===== src/rtl/bcd_digit_sequencer_if.sv =====
// Handshake and digit-stream bundle between a binary-value source, the BCD
// sequencer, and the seven-segment display controller.
interface bcd_digit_sequencer_if #(
   parameter int unsigned WIDTH = 27
);
   logic             start;
   logic [WIDTH-1:0] value;
   logic [3:0]       dig;
   logic [3:0]       pos;
   logic             busy;
   logic             done;
   logic             ovf;

   modport master (
      output start, value,
      input  dig, pos, busy, done, ovf
   );

   modport slave (
      input  start, value,
      output dig, pos, busy, done, ovf
   );
endinterface


===== src/rtl/bcd_digit_sequencer.sv =====
// Sequential binary-to-BCD converter (double-dabble, one bit per cycle) that
// streams one (dig,pos) pair per cycle into the seven-segment display controller.
module bcd_digit_sequencer #(
   parameter int unsigned WIDTH = 27,
   parameter int unsigned NDIG  = 8
) (
   input logic                  clock,
   input logic                  reset,
   bcd_digit_sequencer_if.slave bus
);

   localparam int unsigned BCD_W   = 4 * NDIG;
   localparam int unsigned CNT_W   = $clog2(WIDTH + 1);
   localparam int unsigned IDX_W   = (NDIG > 1) ? $clog2(NDIG) : 1;
   localparam int unsigned MAX_DEC = 10**NDIG - 1;
   localparam logic [WIDTH-1:0] MAX_VAL = WIDTH'(MAX_DEC);
   localparam logic [3:0]       POS_NONE = 4'hF;
   localparam logic [3:0]       POS_LAST = 4'(NDIG - 1);

   typedef enum logic [1:0] {
      S_IDLE    = 2'd0,
      S_CONVERT = 2'd1,
      S_EMIT    = 2'd2
   } state_t;

   state_t             r_state;
   logic [WIDTH-1:0]   r_val;
   logic [BCD_W-1:0]   r_bcd;
   logic [CNT_W-1:0]   r_cnt;
   logic [IDX_W-1:0]   r_idx;
   logic [3:0]         r_dig;
   logic [3:0]         r_pos;
   logic               r_busy;
   logic               r_done;
   logic               r_ovf;

   state_t             w_state_nxt;
   logic [WIDTH-1:0]   w_val_nxt;
   logic [BCD_W-1:0]   w_bcd_nxt;
   logic [CNT_W-1:0]   w_cnt_nxt;
   logic [IDX_W-1:0]   w_idx_nxt;
   logic [3:0]         w_dig_nxt;
   logic [3:0]         w_pos_nxt;
   logic               w_busy_nxt;
   logic               w_done_nxt;
   logic               w_ovf_nxt;
   logic [BCD_W-1:0]   w_bcd_adj;
   logic [BCD_W-1:0]   w_bcd_sh;

   // Digit selected for emission: nibble r_idx of the finished BCD word.
   assign w_bcd_sh = r_bcd >> {r_idx, 2'b00};

   always_ff @(posedge clock) begin
      if (!reset) begin
         r_state <= S_IDLE;
         r_val   <= '0;
         r_bcd   <= '0;
         r_cnt   <= '0;
         r_idx   <= '0;
         r_dig   <= 4'd0;
         r_pos   <= POS_NONE;
         r_busy  <= 1'b0;
         r_done  <= 1'b0;
         r_ovf   <= 1'b0;
      end else begin
         r_state <= w_state_nxt;
         r_val   <= w_val_nxt;
         r_bcd   <= w_bcd_nxt;
         r_cnt   <= w_cnt_nxt;
         r_idx   <= w_idx_nxt;
         r_dig   <= w_dig_nxt;
         r_pos   <= w_pos_nxt;
         r_busy  <= w_busy_nxt;
         r_done  <= w_done_nxt;
         r_ovf   <= w_ovf_nxt;
      end
   end

   always_comb begin
      w_state_nxt = r_state;
      w_val_nxt   = r_val;
      w_bcd_nxt   = r_bcd;
      w_cnt_nxt   = r_cnt;
      w_idx_nxt   = r_idx;
      w_dig_nxt   = 4'd0;
      w_pos_nxt   = POS_NONE;
      w_ovf_nxt   = r_ovf;
      // pos only ever holds the last index right after the final emit cycle
      w_done_nxt  = (r_pos == POS_LAST);
      w_bcd_adj   = r_bcd;

      for (int i = 0; i < int'(NDIG); i++) begin
         if (r_bcd[4*i +: 4] >= 4'd5) begin
            w_bcd_adj[4*i +: 4] = r_bcd[4*i +: 4] + 4'd3;
         end
      end

      case (r_state)
         S_IDLE: begin
            if (bus.start) begin
               w_ovf_nxt   = (bus.value > MAX_VAL);
               w_val_nxt   = (bus.value > MAX_VAL) ? MAX_VAL : bus.value;
               w_bcd_nxt   = '0;
               w_cnt_nxt   = '0;
               w_state_nxt = S_CONVERT;
            end
         end
         S_CONVERT: begin
            w_bcd_nxt = {w_bcd_adj[BCD_W-2:0], r_val[WIDTH-1]};
            w_val_nxt = {r_val[WIDTH-2:0], 1'b0};
            w_cnt_nxt = r_cnt + CNT_W'(1);
            if (r_cnt == CNT_W'(WIDTH - 1)) begin
               w_idx_nxt   = '0;
               w_state_nxt = S_EMIT;
            end
         end
         S_EMIT: begin
            w_pos_nxt = 4'(r_idx);
            w_dig_nxt = w_bcd_sh[3:0];
            w_idx_nxt = r_idx + IDX_W'(1);
            if (r_idx == IDX_W'(NDIG - 1)) begin
               w_state_nxt = S_IDLE;
            end
         end
         default: begin
            w_state_nxt = S_IDLE;
         end
      endcase

      w_busy_nxt = (w_state_nxt != S_IDLE);
   end

   assign bus.dig  = r_dig;
   assign bus.pos  = r_pos;
   assign bus.busy = r_busy;
   assign bus.done = r_done;
   assign bus.ovf  = r_ovf;

endmodule


===== src/flat_wrapper.sv =====
// flat-port wrapper written by rule: the top's interface ports become plain ports
module bcd_digit_sequencer_flat 
#(
   parameter int unsigned WIDTH = 27,
   parameter int unsigned NDIG  = 8
)
  (clock, reset, bus_start, bus_value, bus_dig, bus_pos, bus_busy, bus_done, bus_ovf);
  bcd_digit_sequencer_if #(.WIDTH(WIDTH)) bus_i ();
  input logic clock;
  input logic reset;
  input wire logic [$bits(bus_i.start)-1:0] bus_start;
  input wire logic [$bits(bus_i.value)-1:0] bus_value;
  output wire logic [$bits(bus_i.dig)-1:0] bus_dig;
  output wire logic [$bits(bus_i.pos)-1:0] bus_pos;
  output wire logic [$bits(bus_i.busy)-1:0] bus_busy;
  output wire logic [$bits(bus_i.done)-1:0] bus_done;
  output wire logic [$bits(bus_i.ovf)-1:0] bus_ovf;
  assign bus_i.start = bus_start;
  assign bus_i.value = bus_value;
  assign bus_dig = bus_i.dig;
  assign bus_pos = bus_i.pos;
  assign bus_busy = bus_i.busy;
  assign bus_done = bus_i.done;
  assign bus_ovf = bus_i.ovf;
  bcd_digit_sequencer #(.WIDTH(WIDTH), .NDIG(NDIG)) u_core (.clock(clock), .reset(reset), .bus(bus_i));
endmodule

===== config.mk =====
export PLATFORM = sky130hd
export DESIGN_NAME = bcd_digit_sequencer_flat
export DESIGN_NICKNAME = d
export VERILOG_FILES = /design/src/rtl/bcd_digit_sequencer_if.sv /design/src/rtl/bcd_digit_sequencer.sv /design/src/flat_wrapper.sv
export SDC_FILE = /design/constraint.sdc
export NUM_CORES = 1
export LEC_CHECK = 0
export CORE_ASPECT_RATIO = 0.8
export CORE_MARGIN = 1
export CORE_UTILIZATION = 55
export DETAILED_ROUTE_END_ITERATION = 16
export DONT_BUFFER_PORTS = 1
export GPL_TIMING_DRIVEN = 0
export PLACE_DENSITY = 0.7
export SLEW_MARGIN = 0
export SYNTH_ARGS = -nofsm -noshare
export SYNTH_HDL_FRONTEND = slang
export SYNTH_SLANG_ARGS = --single-unit

===== constraint.sdc =====
create_clock -name clock -period 2.3 [get_ports clock]
set_clock_uncertainty 0.05 [all_clocks]
set_input_delay 0.46 -clock clock [delete_from_list [all_inputs] [get_ports clock]]
set_output_delay 0.46 -clock clock [all_outputs]
set_load 0.005 [all_outputs]

==> results of run 1 <==
-- power by group through the flow --
stage,sequential (W),clock [W],combinational (W)
floorplan,0.00149,0,0.000168
global placement,0.00150,0,0.000228
detailed placement,0.00150,0,0.000232
CTS,0.00146,0.00118,0.000234
global route,0.00147,0.00124,0.000261
finish,0.00147,0.00116,0.000234
-- synthesized netlist by cell type (all sizes together) (6+ instances only) --
library cell | number | area (um^2)
ha | 20 | 250
inv | 19 | 71.3
nand3 | 13 | 65.1
a22oi | 12 | 90.1
nand2 | 34 | 130
and2 | 9 | 56.3
o221ai | 16 | 140
nor3 | 23 | 140
o21ai | 36 | 180
xnor2 | 8 | 70.1
a22o | 9 | 78.8
mux2 | 7 | 78.8
nand2b | 9 | 56.3
clkbuf | 20 | 75.1
a21oi | 16 | 80.1
mux4 | 8 | 180
a21boi | 9 | 67.6
buf | 9 | 53.8
mux2i | 6 | 60.1
dfxtp | 80 | 1600
nor2b | 24 | 150
nor2 | 36 | 135
xor2 | 7 | 61.3
-- placed cells by master, fill, tap and decap left out, drive strengths merged, types with 2 or more instances in the layout --
| cell type | n |
|---|---|
| nor2 | 36 |
| inv | 20 |
| nor3 | 23 |
| nand4 | 3 |
| a21oi | 16 |
| or2 | 4 |
| a22o | 9 |
| o31ai | 4 |
| buf | 9 |
| bufinv | 2 |
| clkinv | 2 |
| nand2b | 9 |
| and2 | 9 |
| o21ai | 36 |
| o22ai | 2 |
| ha | 20 |
| xnor2 | 8 |
| nor4 | 2 |
| nor2b | 24 |
| a21boi | 9 |
| mux2i | 6 |
| mux2 | 7 |
| xor2 | 7 |
| nand3 | 13 |
| a22oi | 12 |
| o221ai | 16 |
| and3 | 3 |
| dfxtp | 80 |
| mux4 | 8 |
| nand2 | 34 |
| clkbuf | 30 |
-- critical path: stages (launching register included) --
cell,delay [ns]
dfxtp_1,0.37
o21bai_1,0.51
clkbuf_1,0.53
o21ai_0,0.18
a21boi_0,0.25
-- cell type report --
class | instances | area share, %
buffer | 29 | 2.93
inverter | 19 | 1.62
multi-input combinational | 329 | 51.6
tap | 87 | 2.48
sequential | 80 | 36.4
clock buffer | 10 | 3.13
clock inverter | 5 | 1.79
-- cells by family after synthesis --
kind of cell	Yosys count	synth area share (%)
AND/OR/NAND/NOR	163	20.4
multiplexers	21	7.84
XOR/XNOR	15	3.23
buffers and inverters	48	4.92
flip-flops	80	39.4
AO/OA/AOI/OAI	110	18.1
adder cells (fa/ha/maj)	20	6.15
-- sequential cells by signal, summed over array words and instances, names as in the netlist --
name	flops
u_core.bus.done	1
u_core.bus.dig	4
u_core.r_cnt	5
u_core.bus.busy	1
u_core.bus.pos	4
u_core.r_state	2
u_core.r_idx	3
u_core.r_val	27
u_core.r_bcd	32
u_core.bus.ovf	1
-- path summary, 6_finish.rpt --
check	slack [ns]	to	depth (start not counted)
max	0.31	u_core.r_bcd[11]	4
min	0.16	u_core.r_val[4]	2
max reg2reg	0.31	u_core.r_bcd[11]	4
min reg2reg	0.40	u_core.bus.done	1
-- through the flow --
step	cell area [um^2]	cells	utilization, %	worst slack, ns	hold slack, ns
6_report	4390	559	62.5	0.308	0.159
2_1_floorplan	4070	457	-	0.680	0.369
3_3_place_gp	4180	544	59.5	0.317	0.385
5_1_grt	4390	559	62.5	0.139	0.145
4_1_cts	4390	559	62.5	0.321	0.156
3_5_place_dp	4180	544	59.5	0.274	0.392
-- metal layers --
layer  global-route usage [%]  up-vias
met3                     6.95       15
met2                     41.6      144
met1                     39.3     1649
met4                     7.31        0
met5                        0        -
li1                         -     1631
==> flow_metrics.tcl, run 1 <==
set metrics [dict create \
    totalWireLength_um 9820 \
    grt_pass1_vias 3113 \
    worstReg2RegStart "u_core.r_state[0]" \
    synthesis.nets 507 \
    async_flop_share_pct 0 \
    grt.total_usage_pct 27.6 \
    area_delta_synth_final_pct 7.99 \
    crit_path_max_fanout 10 \
    hold_path.class "in -> reg" \
    grt_max_degree 14 \
    routed-wl-met3_um 747 \
    cts_resized 0 \
    hp-start "bus_value[4]" \
    dr.pass1.iters 7 \
    ant_nets 0 \
    antenna_cells 0 \
    crit_start "u_core.r_state[0]" \
    fp.dieW_um 98.2 \
    multi_input_area_mm2 0.00227 \
    min_period_over_period_pct 86.6 \
    ys_types 43 \
    drtIter0Drc 220 \
    clock.fmax_mhz 502 \
    leakage_nw 1.54 \
    cp-start-kind "register" \
    clock_path_buffers 2 \
    grt_pass1_wl_um 16300 \
    worstSetupEndpointType "register" \
    h-tree-depth 3 \
    clockPowerShare_pct 40.6 \
    dieArea_mm2 0.00775 \
    outcome "complete, no violations" \
    ys_ff_latch 80 \
    port_buffers 0 \
    drc_errors 0 \
    slew_viol_final 0 \
    initial_core_util_pct 57.9 \
    wl_per_cell_um 17.6 \
    die_h_um 78.9 \
    netlist_area_mm2 0.00407 \
    holdBufCountCts 0 \
    core_area_mm2 0.00703 \
    drive_above_1_share_pct 10.6 \
    hold_viol_final 0 \
    cts_made_buffers 9 \
    syn_avg_cell_area_um2 8.90 \
    fillers 605 \
    synthCells 457 \
    rows 27 \
    tns_ns 0 \
    root_buffer "clkbuf_8" \
    path_clk_slew_ns 0.09 \
    vias 3439 \
    worst_pin_slew_ns 0.635 \
    period_minus_slack_ns 1.99 \
    worst_ep_arrival_time_ns 2.21 \
    ioPinCount 41 \
    viasPerCell 6.15 \
    cts_setup_buffers 0 \
    swShare_pct 24.8 \
    synth_edf_count 0 \
    slew_headroom_pct 57.6 \
    critical_path_class "reg -> reg" \
    clk_latency_ns 0.37 \
    p_int_w 0.00215 \
    antenna_found_initial 0 \
    fin_nets 518 \
    synthFlopType "dfxtp_1" \
    wl_met1_um 4690 \
    p_seq_share_pct 51.2 \
    dr_wl_met2_um 4270 \
    place_congestion 0.860 \
    grt_remaining_overflow 0 \
    maxCapViolCount 0 \
    cts_tree "yes" \
    rsz0062_at_grt "false" \
    power.switching_w 0.000709 \
    dpl.hpwl_um 7000 \
    setup_viol_count_final 0 \
    yosys_warnings 0 \
    cp_data_required_time_ns 2.52 \
    yosysSeqAreaShare_pct 39.4 \
    comb_power_share_pct 8.2 \
    top_layer_used "met4" \
    ir_worst_vdd_mv 0.481 \
    power_density_mw_per_mm2 651 \
    finalPower_w 0.00286 \
    seq_area_mm2 0.00160 \
    cts.sinks 80 \
]
Note: power is estimated with default switching activity, not from simulation.
==> run 2, diff against run 1 <==
- CORE_MARGIN: 1 -> 2
- CTS_CLUSTER_DIAMETER: not set -> 30
==> run 2 against run 1 <==
Effect of this change:
- combinational power about the same
- flip-flop and latch count stayed put
- die area increased by 4.6%
- fmax up 1.3%
- register-to-register slack gained 0.02 ns
- via count fell by 0.23%
- sequential power about the same
- first-iteration DRC count grew 63%
- cell area grew 0.20%
- highest routed layer unchanged
==> flow_metrics.tcl, run 2 (synthesis gave the netlist of run 1 again) <==
set metrics [dict create \
    p_seq_share_pct 51.4 \
    r2r_end "u_core.bus.ovf" \
    area_delta_synth_final_pct 8.21 \
    rows 28 \
    whs_ns 0.161 \
    cp_data_required_time_ns 2.51 \
    cts_resized 0 \
    leakage_nw 1.53 \
    layout_common_cells "80 x dfxtp_1, 36 x nor2_1, 34 x o21ai_0, 33 x nand2_1, 24 x nor2b_1" \
    drtIter0Drc 359 \
    place_congestion 0.847 \
    dieArea_mm2 0.00811 \
    ir_worst_vdd_mv 0.541 \
    cts_made_buffers 9 \
    drc_errors 0 \
    top_regs "u_core.r_bcd x32, u_core.r_val x27, u_core.r_cnt x5" \
    dpl_worst_slack_ns 0.326 \
    cp_common_cell "nor2_1" \
    cts_setup_buffers 0 \
    outcome "complete, no violations" \
    initial_core_util_pct 55.8 \
    seq_area_mm2 0.00160 \
    placed_area_mm2 0.00418 \
    crit_chain "o21bai_1, clkbuf_1, nor2_1, o21ai_0, nor2_1" \
    min_period_over_period_pct 85.5 \
    worst_ep_arrival_time_ns 2.17 \
    path_clk_slew_ns 0.09 \
    cp-start-kind "register" \
    fillers 687 \
    totalWireLength_um 10200 \
    tns_ns 0 \
    dpl.hpwl_um 7250 \
    ant_nets 0 \
    swShare_pct 25.3 \
    drive_above_1_share_pct 10.6 \
    port_buffers 0 \
    power_density_mw_per_mm2 649 \
    maxCapViolCount 0 \
    hold_viol_final 0 \
    vias 3431 \
    holdBufCountCts 0 \
    cts.sinks 80 \
    rsz0062_at_grt "false" \
    clock_path_buffers 2 \
    antenna_found_initial 0 \
    hold_path.class "in -> reg" \
    reg2reg_depth 5 \
    post-route-worst-setup-slack_ns 0.333 \
    grt_remaining_overflow 0 \
    clock.fmax_mhz 508 \
    grt.total_usage_pct 26.9 \
    dr.pass1.iters 5 \
    worstReg2RegStart "u_core.r_state[0]" \
    die_h_um 80.9 \
    crit_start "u_core.r_state[0]" \
    worst_pin_slew_ns 0.720 \
    ioPinCount 41 \
    h-tree-depth 3 \
    viasPerCell 6.09 \
    final_area_mm2 0.00440 \
    p_int_w 0.00213 \
    final_common_cell "dfxtp_1" \
    grt_pass1_vias 3235 \
    path_delay_family "compound AO/OA/AOI/OAI gates" \
    cpPeakStageDelay_ns 0.55 \
    setup_viol_count_final 0 \
    multi_input_area_mm2 0.00227 \
    top_register "u_core.r_bcd" \
    path_buf_inv 1 \
    comb_power_share_pct 8.3 \
    crit_slowest_cell "clkbuf_1" \
    slew_headroom_pct 52.0 \
    antenna_cells 0 \
    cp.depth 5 \
    grt_max_degree 15 \
    cts_tree "yes" \
    period_minus_slack_ns 1.97 \
    largest_reg_flops 32 \
    fp.dieW_um 100 \
    fin_nets 518 \
    reg2reg_slack_ns 0.33 \
    core_area_mm2 0.00729 \
    critical_path_class "reg -> reg" \
    root_buffer "clkbuf_8" \
    clk_latency_ns 0.36 \
    slew_viol_final 0 \
    wl_per_cell_um 18.0 \
    crit_path_max_fanout 10 \
    power.switching_w 0.000723 \
    worstSetupEndpointType "register" \
    grt_pass1_wl_um 16700 \
    critical_path.endpoint "u_core.bus.ovf" \
    clockPowerShare_pct 40.4 \
]
==> run 2: cell count changes in the layout (fill, tap and decap cells not counted), sizes merged <==
cell	delta
inv	-1
clkinvlp	+1
clkinv	+1
==> run 2: worst min-delay path by stage <==
stage / from / endpoint / slack [ns] / cells past startpoint
floorplan: u_core.bus.pos[3] / u_core.bus.done / 0.37 / 1
global placement: u_core.bus.pos[3] / u_core.bus.done / 0.39 / 1
detailed placement: u_core.bus.pos[3] / u_core.bus.done / 0.40 / 1
CTS: bus_value[4] / u_core.r_val[4] / 0.15 / 2
global route: bus_value[21] / u_core.r_val[21] / 0.16 / 2
finish: bus_value[4] / u_core.r_val[4] / 0.16 / 2
==> run 2: area by class of cell <==
cell class	count	share of cell area (%)
multi-input combinational	329	51.5
clock inverter	6	2.13
buffer	29	2.93
clock buffer	10	2.90
sequential	80	36.4
tap	90	2.56
inverter	19	1.62
==> run 2: routing by layer <==
metal  share of wire, %  global-route usage (%)  vias to the layer above  wire (um)
li1                   -                       -                     1640          -
met1                 47                    36.4                     1648       4760
met2                 46                    43.3                      120       4620
met3                6.0                    6.97                       23        611
met4                1.6                    6.85                        0        162
met5                  0                       0                        -          0
==> run 2: power by group through the flow <==
stage / sequential (W) / clock [W] / combinational (W)
floorplan: 0.00149 / 0 / 0.000168
global placement: 0.00150 / 0 / 0.000228
detailed placement: 0.00150 / 0 / 0.000233
CTS: 0.00147 / 0.00118 / 0.000234
global route: 0.00147 / 0.00124 / 0.000262
finish: 0.00147 / 0.00115 / 0.000237
==> run 2: metrics by stage <==
step	util, %	total power [W]	instances
final	60.4	0.00286	563
after global routing	60.4	0.00298	563
after CTS	60.4	0.00288	563
after detailed placement	57.4	0.00173	547
after global placement	57.4	0.00172	547
after floorplan	-	0.00165	457
==> run 2: worst reg2reg max path: cells and delay by family, from the launching register on <==
family / cells / cell delay, ns
AOI/OAI and AO/OA: 2 / 0.67
buffers and inverters: 1 / 0.56
DFF: 1 / 0.38
and+or+nand+nor: 2 / 0.21
==> run 3, diff against run 2 <==
- GPL_ROUTABILITY_DRIVEN: not set -> 0
==> results of run 3 <==
The final DEF is identical to that of run 2; final timing and power are the same.
